<file path="src/rtl/interleaver_pkg.sv">
// interleaver_pkg: bank-state type, {bank,row,col} address packing and sizing helpers
// shared by the block interleaver controller and its output FIFO.
package interleaver_pkg;

    typedef enum logic [1:0] {
        EMPTY,
        FILLING,
        FULL,
        DRAINING
    } bank_state_t;

    localparam int DEF_W    = 8;
    localparam int DEF_ROWS = 8;
    localparam int DEF_COLS = 8;

    function automatic int lg2(input int n);
        return $clog2(n);
    endfunction

    // Bank is the MSB, then row, then column; callers truncate to their address width.
    function automatic logic [31:0] pack_addr(input logic bank, input int row, input int col,
                                              input int rb, input int cb);
        return (32'(bank) << (rb + cb)) | (32'(row) << cb) | 32'(col);
    endfunction

endpackage

</file>
<file path="src/rtl/ilv_out_fifo2.sv">
// ilv_out_fifo2: two-entry output FIFO absorbing RAM read data under downstream backpressure.
module ilv_out_fifo2 #(
    parameter int W = 8
) (
    input  logic         clk,
    input  logic         rst,
    input  logic         push_i,
    input  logic [W-1:0] push_data_i,
    input  logic         pop_ready_i,
    output logic         pop_valid_o,
    output logic [W-1:0] pop_data_o,
    output logic [1:0]   occ_o
);
    logic [W-1:0] mem_q [2];
    logic         wp_q;
    logic         rp_q;
    logic [1:0]   cnt_q;
    logic [1:0]   cnt_d;
    logic         pop;

    assign pop_valid_o = cnt_q != 2'd0;
    assign pop_data_o  = mem_q[rp_q];
    assign occ_o       = cnt_q;
    assign pop         = pop_valid_o && pop_ready_i;
    assign cnt_d       = cnt_q + {1'b0, push_i} - {1'b0, pop};

    always_ff @(posedge clk) begin
        if (rst) begin
            wp_q  <= 1'b0;
            rp_q  <= 1'b0;
            cnt_q <= 2'd0;
        end else begin
            if (push_i) begin
                mem_q[wp_q] <= push_data_i;
                wp_q        <= ~wp_q;
            end
            if (pop) rp_q <= ~rp_q;
            cnt_q <= cnt_d;
        end
    end

endmodule

</file>
<file path="src/rtl/block_interleaver_ctrl.sv">
// block_interleaver_ctrl: ping-pong block interleaver; writes blocks row-major into one RAM bank
// while the other bank is read back column-major through a two-entry output FIFO.
module block_interleaver_ctrl
    import interleaver_pkg::*;
#(
    parameter int W    = DEF_W,
    parameter int ROWS = DEF_ROWS,
    parameter int COLS = DEF_COLS,
    parameter int AW   = 1 + lg2(ROWS) + lg2(COLS)
) (
    input  logic          clk,
    input  logic          rst,
    input  logic [W-1:0]  in_data,
    input  logic          in_valid,
    output logic          in_ready,
    output logic [W-1:0]  out_data,
    output logic          out_valid,
    input  logic          out_ready,
    output logic          ram_we,
    output logic [AW-1:0] ram_waddr,
    output logic [W-1:0]  ram_wdata,
    output logic          ram_re,
    output logic [AW-1:0] ram_raddr,
    input  logic [W-1:0]  ram_rdata,
    output logic          blk_done
);
    localparam int RB = lg2(ROWS);
    localparam int CB = lg2(COLS);
    localparam int N  = ROWS * COLS;
    localparam int NB = lg2(N);

    bank_state_t   bank_q [2];
    bank_state_t   bank_d [2];
    logic          wr_bank_q, wr_bank_d;
    logic [RB-1:0] wr_row_q, wr_row_d;
    logic [CB-1:0] wr_col_q, wr_col_d;
    logic          rd_bank_q, rd_bank_d;
    logic [RB-1:0] rd_row_q, rd_row_d;
    logic [CB-1:0] rd_col_q, rd_col_d;
    logic          issued_q, issued_d;
    logic [NB-1:0] out_cnt_q, out_cnt_d;
    logic          inflight_q;

    logic          wr_fire;
    logic          wr_last;
    logic          rd_last;
    logic          rd_busy;
    logic          out_fire;
    logic [1:0]    items;
    logic          credit;
    logic          f_push;
    logic          f_valid;
    logic [W-1:0]  f_data;
    logic [1:0]    f_occ;

    assign in_ready = !rst && (bank_q[wr_bank_q] == EMPTY || bank_q[wr_bank_q] == FILLING);
    assign wr_fire  = in_valid && in_ready;
    assign wr_last  = wr_row_q == RB'(ROWS - 1) && wr_col_q == CB'(COLS - 1);

    assign ram_we    = wr_fire;
    assign ram_wdata = wr_fire ? in_data : '0;
    assign ram_waddr = wr_fire ? AW'(pack_addr(wr_bank_q, int'(wr_row_q), int'(wr_col_q), RB, CB)) : '0;

    // The head is the FIFO when it holds data, otherwise RAM data arriving this cycle is bypassed.
    assign out_valid = !rst && (f_valid || inflight_q);
    assign out_data  = out_valid ? (f_valid ? f_data : ram_rdata) : '0;
    assign out_fire  = out_valid && out_ready;
    assign f_push    = inflight_q && (f_valid || !out_ready);

    assign rd_last  = rd_row_q == RB'(ROWS - 1) && rd_col_q == CB'(COLS - 1);
    assign rd_busy  = bank_q[rd_bank_q] == FULL || (bank_q[rd_bank_q] == DRAINING && !issued_q);
    assign items    = f_occ + {1'b0, inflight_q};
    assign credit   = (items - {1'b0, out_fire}) < 2'd2;
    assign ram_re   = !rst && rd_busy && credit;
    assign ram_raddr = ram_re ? AW'(pack_addr(rd_bank_q, int'(rd_row_q), int'(rd_col_q), RB, CB)) : '0;
    assign blk_done = out_fire && out_cnt_q == NB'(N - 1);

    // Power-of-two dimensions let the counters wrap to zero on their own at the last cell.
    always_comb begin
        wr_bank_d = wr_bank_q;
        wr_row_d  = wr_row_q;
        wr_col_d  = wr_col_q;
        rd_bank_d = rd_bank_q;
        rd_row_d  = rd_row_q;
        rd_col_d  = rd_col_q;
        issued_d  = issued_q;
        out_cnt_d = out_fire ? out_cnt_q + NB'(1) : out_cnt_q;
        if (wr_fire) begin
            wr_col_d  = wr_col_q + CB'(1);
            wr_row_d  = wr_col_q == CB'(COLS - 1) ? wr_row_q + RB'(1) : wr_row_q;
            wr_bank_d = wr_last ? ~wr_bank_q : wr_bank_q;
        end
        if (ram_re) begin
            rd_row_d = rd_row_q + RB'(1);
            rd_col_d = rd_row_q == RB'(ROWS - 1) ? rd_col_q + CB'(1) : rd_col_q;
            issued_d = rd_last;
        end
        if (blk_done) begin
            rd_bank_d = ~rd_bank_q;
            issued_d  = 1'b0;
        end
        for (int b = 0; b < 2; b++) begin
            bank_d[b] = bank_q[b];
            if (wr_fire && wr_bank_q == 1'(b)) bank_d[b] = wr_last ? FULL : FILLING;
            if (ram_re && rd_bank_q == 1'(b) && bank_q[b] == FULL) bank_d[b] = DRAINING;
            if (blk_done && rd_bank_q == 1'(b)) bank_d[b] = EMPTY;
        end
    end

    always_ff @(posedge clk) begin
        if (rst) begin
            bank_q     <= '{EMPTY, EMPTY};
            wr_bank_q  <= 1'b0;
            wr_row_q   <= '0;
            wr_col_q   <= '0;
            rd_bank_q  <= 1'b0;
            rd_row_q   <= '0;
            rd_col_q   <= '0;
            issued_q   <= 1'b0;
            out_cnt_q  <= '0;
            inflight_q <= 1'b0;
        end else begin
            bank_q     <= bank_d;
            wr_bank_q  <= wr_bank_d;
            wr_row_q   <= wr_row_d;
            wr_col_q   <= wr_col_d;
            rd_bank_q  <= rd_bank_d;
            rd_row_q   <= rd_row_d;
            rd_col_q   <= rd_col_d;
            issued_q   <= issued_d;
            out_cnt_q  <= out_cnt_d;
            inflight_q <= ram_re;
        end
    end

    ilv_out_fifo2 #(
        .W(W)
    ) u_fifo (
        .clk        (clk),
        .rst        (rst),
        .push_i     (f_push),
        .push_data_i(ram_rdata),
        .pop_ready_i(out_ready),
        .pop_valid_o(f_valid),
        .pop_data_o (f_data),
        .occ_o      (f_occ)
    );

endmodule

</file>
<file path="config.mk">
export PLATFORM = sky130hd
export DESIGN_NAME = block_interleaver_ctrl
export DESIGN_NICKNAME = d
export VERILOG_FILES = /design/src/rtl/interleaver_pkg.sv /design/src/rtl/ilv_out_fifo2.sv /design/src/rtl/block_interleaver_ctrl.sv
export SDC_FILE = /design/constraint.sdc
export NUM_CORES = 1
export LEC_CHECK = 0
export ABC_AREA = 1
export CAP_MARGIN = 20
export CORE_ASPECT_RATIO = 0.7
export CORE_MARGIN = 2
export CORE_UTILIZATION = 40
export DETAILED_ROUTE_END_ITERATION = 7
export DONT_BUFFER_PORTS = 1
export SLEW_MARGIN = 20
export SYNTH_ARGS = -nofsm -noshare
export SYNTH_HDL_FRONTEND = slang
export SYNTH_SLANG_ARGS = --single-unit
</file>
<file path="constraint.sdc">
create_clock -name clk -period 2.8 [get_ports clk]
set_clock_uncertainty 0.05 [all_clocks]
set_input_delay 0.56 -clock clk [delete_from_list [all_inputs] [get_ports clk]]
set_output_delay 0.56 -clock clk [all_outputs]
set_load 0.05 [all_outputs]
</file>
==> flow_summary.ini, run 1 <==
[setup_path]
path_cells = nor2_4, nand2_1, nand2_2, nor2_4, ha_1, inv_1, nand2_2, inv_1, nand2_1, nand2_2, inv_4, nand2_8, nor2_4, buf_8
cp.arrival_ps = 2030
endpoint_kind = output port
reg2reg_slack_ps = 680
critPathLaunchType = register
crit_buf_inv = 4
worstSetupPathType = reg -> out
critPathTopFamily = simple AND/OR/NAND/NOR gates
cp_max_fo = 5
crit_path_top_delay_cell = dfxtp_4
worstPathRequired_ps = 2190
slowest_delay_ps = 370

[synth]
synthCells = 324
synth_area_um2 = 2530
async_flop_share_pct = 0
synth_top_area_share_pct = 24.6
ys_seq_area_share_pct = 43.6
synth.area.top_cells = dfxtp_1 25%, edfxtp_1 19%, inv_1 9.7%
ys_warn_count = 0
syn_nets = 356
synth-main-ff-cell = dfxtp_1
yosys.area.top_type = dfxtp_1
synthTopCellsByCount = 65 x inv_1, 44 x nand2_1, 42 x nor2_1
yosys.cell_types.count = 24
avgSynthCellArea_um2 = 7.80
synth.most_common_cell = inv_1
ys_ff_latch = 47
synth_edf_count = 16

[finish]
drive_above_1_share_pct = 23.4
regArea_um2 = 1110
multi_input_area_um2 = 1190
fin_nets = 394
syn_to_final_growth_pct = 26.6
n_antenna_cell = 0
fillerInstances = 583
post-route-cell-area_um2 = 3200

[timing]
drv_slew = 0
whs_ps = 271
finalSetupViolCount = 0
max_freq_mhz = 379
hold_violations = 0
final.setup.worst_slack_ps = 164
post-route-period-util_pct = 94.2
slew_headroom_pct = 46.8
fin_crit_ps = 2640
worst_slew_pin_slew_ps = 795

[placement]
dp_hpwl_mm = 3.72
placed_area_um2 = 2970
io_buffers = 0
globalplace.congestion = 0.766
dpl_worst_slack_ps = 249

[die]
ios = 55
fp.dieW_um = 99.0
die_area_um2 = 6980
start_util_pct = 41.0
dieHeight_um = 70.5
core_region_area_um2 = 6160
rows = 24

[route]
antenna_left = 0
postRouteWirelength_mm = 4.90
drtPass1Iterations = 4
wl_per_cell_um = 11.1
vias = 2067
drc = 0
first_iter_violations = 88
vias_per_cell = 4.69

[power_and_ir_drop]
clockPowerShare_pct = 28.1
p_int_uw = 987
p_total_mw = 1.44
power_density_nw_per_um2 = 449
worst_ir_drop_vdd_mv = 0.304
combPwrFrac_pct = 20.3
p_seq_share_pct = 51.6
leakagePower_nw = 1.40
p_switching_uw = 450
swShare_pct = 31.3

[global_route]
grt_overflow = 0
grt_pass1_vias = 1924
grt_pass1_wl_mm = 8.39
grt_max_degree = 17
antenna_found_initial = 0
grt.total_usage_pct = 14.5

[cts]
root_buffer = clkbuf_8
clkTransAtPathRegs_ps = 90
clockBufferDepth = 2
clkLatencyLatePin_ps = 300
tritoncts = yes
htreeDepth = 2
numCtsBuffers = 5
cts_sinks = 47
ctsHoldBuffers = 0

[job]
drv_cap = 0

[run_status]
status = finished clean

[hold_path]
min_path_type = in -> reg
[state kept, by name, indices dropped and copies added, names as in the netlist, 2 cells and up, named ones only]
register	count
u_fifo.mem_q	16
u_fifo.occ_o	2
bank_q	4
rd_row_q	3
out_cnt_q	6
rd_col_q	3
wr_col_q	3
wr_row_q	3
[per-stage QoR]
stage | setup TNS (ps) | utilization [%] | instances
6_report | 0 | 52.0 | 441
5_1_grt | -8.76 | 52.0 | 441
4_1_cts | 0 | 49.9 | 438
3_5_place_dp | 0 | 48.2 | 430
3_3_place_gp | 0 | 48.2 | 430
2_1_floorplan | -1250 | - | 324
[cells by family after synthesis]
kind of cell,count (synthesis),synth area share [%]
compound gates,60,12.1
xor+xnor,1,0.347
fa+ha+maj,12,5.94
buf+inv,76,12.9
flops,47,43.6
simple gates,128,25.1
[cell type report]
| cell class | count | area share, % |
|---|---|---|
| Sequential cell | 47 | 34.6 |
| Inverter | 67 | 8.10 |
| Multi-Input combinational cell | 202 | 37.1 |
| Clock buffer | 5 | 2.15 |
| Clock inverter | 3 | 0.626 |
| Timing Repair Buffer | 39 | 14.4 |
| Tap cell | 78 | 3.05 |
[path summary, 6_finish.rpt]
path	startpoint	endpoint	cells after the start
max	u_fifo.occ_o[1]	ram_raddr[3]	14
max reg2reg	u_fifo.occ_o[1]	rd_col_q[2]	15
min	rst	u_fifo.occ_o[0]	1
min reg2reg	u_fifo.rp_q	register	1
[worst register-to-register path: stages, from the launching register on]
cell and delay (ps):
dfxtp_4 370, nor2_4 90, nand2_1 70, nand2_2 80, nor2_4 40, ha_1 270
inv_1 40, nand2_2 60, inv_1 40, nand2_1 70, nand2_2 100, nor2_4 350
buf_4 230, nand3_1 70, nand2_1 70, nor2_1 40
[power groups by stage]
| stage | clock network [mW] | registers (mW) | logic (mW) |
|---|---|---|---|
| floorplan | 0 | 0.742 | 0.224 |
| global placement | 0 | 0.753 | 0.271 |
| detailed placement | 0 | 0.754 | 0.274 |
| CTS | 0.416 | 0.738 | 0.276 |
| global route | 0.444 | 0.745 | 0.323 |
| finish | 0.404 | 0.741 | 0.291 |
[placed cells by master (no fill, tap or decap), types with 6 or more instances in the layout]
cell and count:
buf_6 6, nor2_4 21, buf_12 11, nand2_2 6
nor2_1 36, inv_1 64, buf_4 21, nand3_1 10
o21ai_0 21, a21oi_1 36, dfxtp_1 29, edfxtp_1 16
nand2_1 43, ha_1 12
[repair_timing]
action,CTS,global route
endpoints found under the setup margin,6,7
gates resized for setup,4,27
pin swaps,0,3
buffers inserted,0,2
gates cloned,0,1
[per-layer routing]
metal  wire length [µm]  GRT usage [%]  vias to the layer above
met3                298           3.70                        7
met5                  0              0                        -
met4                 44           4.41                        0
met2               2190           23.0                       45
li1                   -              -                     1098
met1               2370           19.6                      917
No activity file was read; power rests on OpenSTA's default activity.
==> inputs of run 2 (changes only) <==
--- a/config.mk
+++ b/config.mk
@@ -6,10 +6,11 @@
 export NUM_CORES = 1
 export LEC_CHECK = 0
 export ABC_AREA = 1
-export CAP_MARGIN = 20
+export CAP_MARGIN = 10
 export CORE_ASPECT_RATIO = 0.7
 export CORE_MARGIN = 2
 export CORE_UTILIZATION = 40
+export CTS_CLUSTER_DIAMETER = 100
 export DETAILED_ROUTE_END_ITERATION = 7
 export DONT_BUFFER_PORTS = 1
 export SLEW_MARGIN = 20
==> results of run 2 <==
The final DEF is identical to that of run 1; final timing and power are the same.
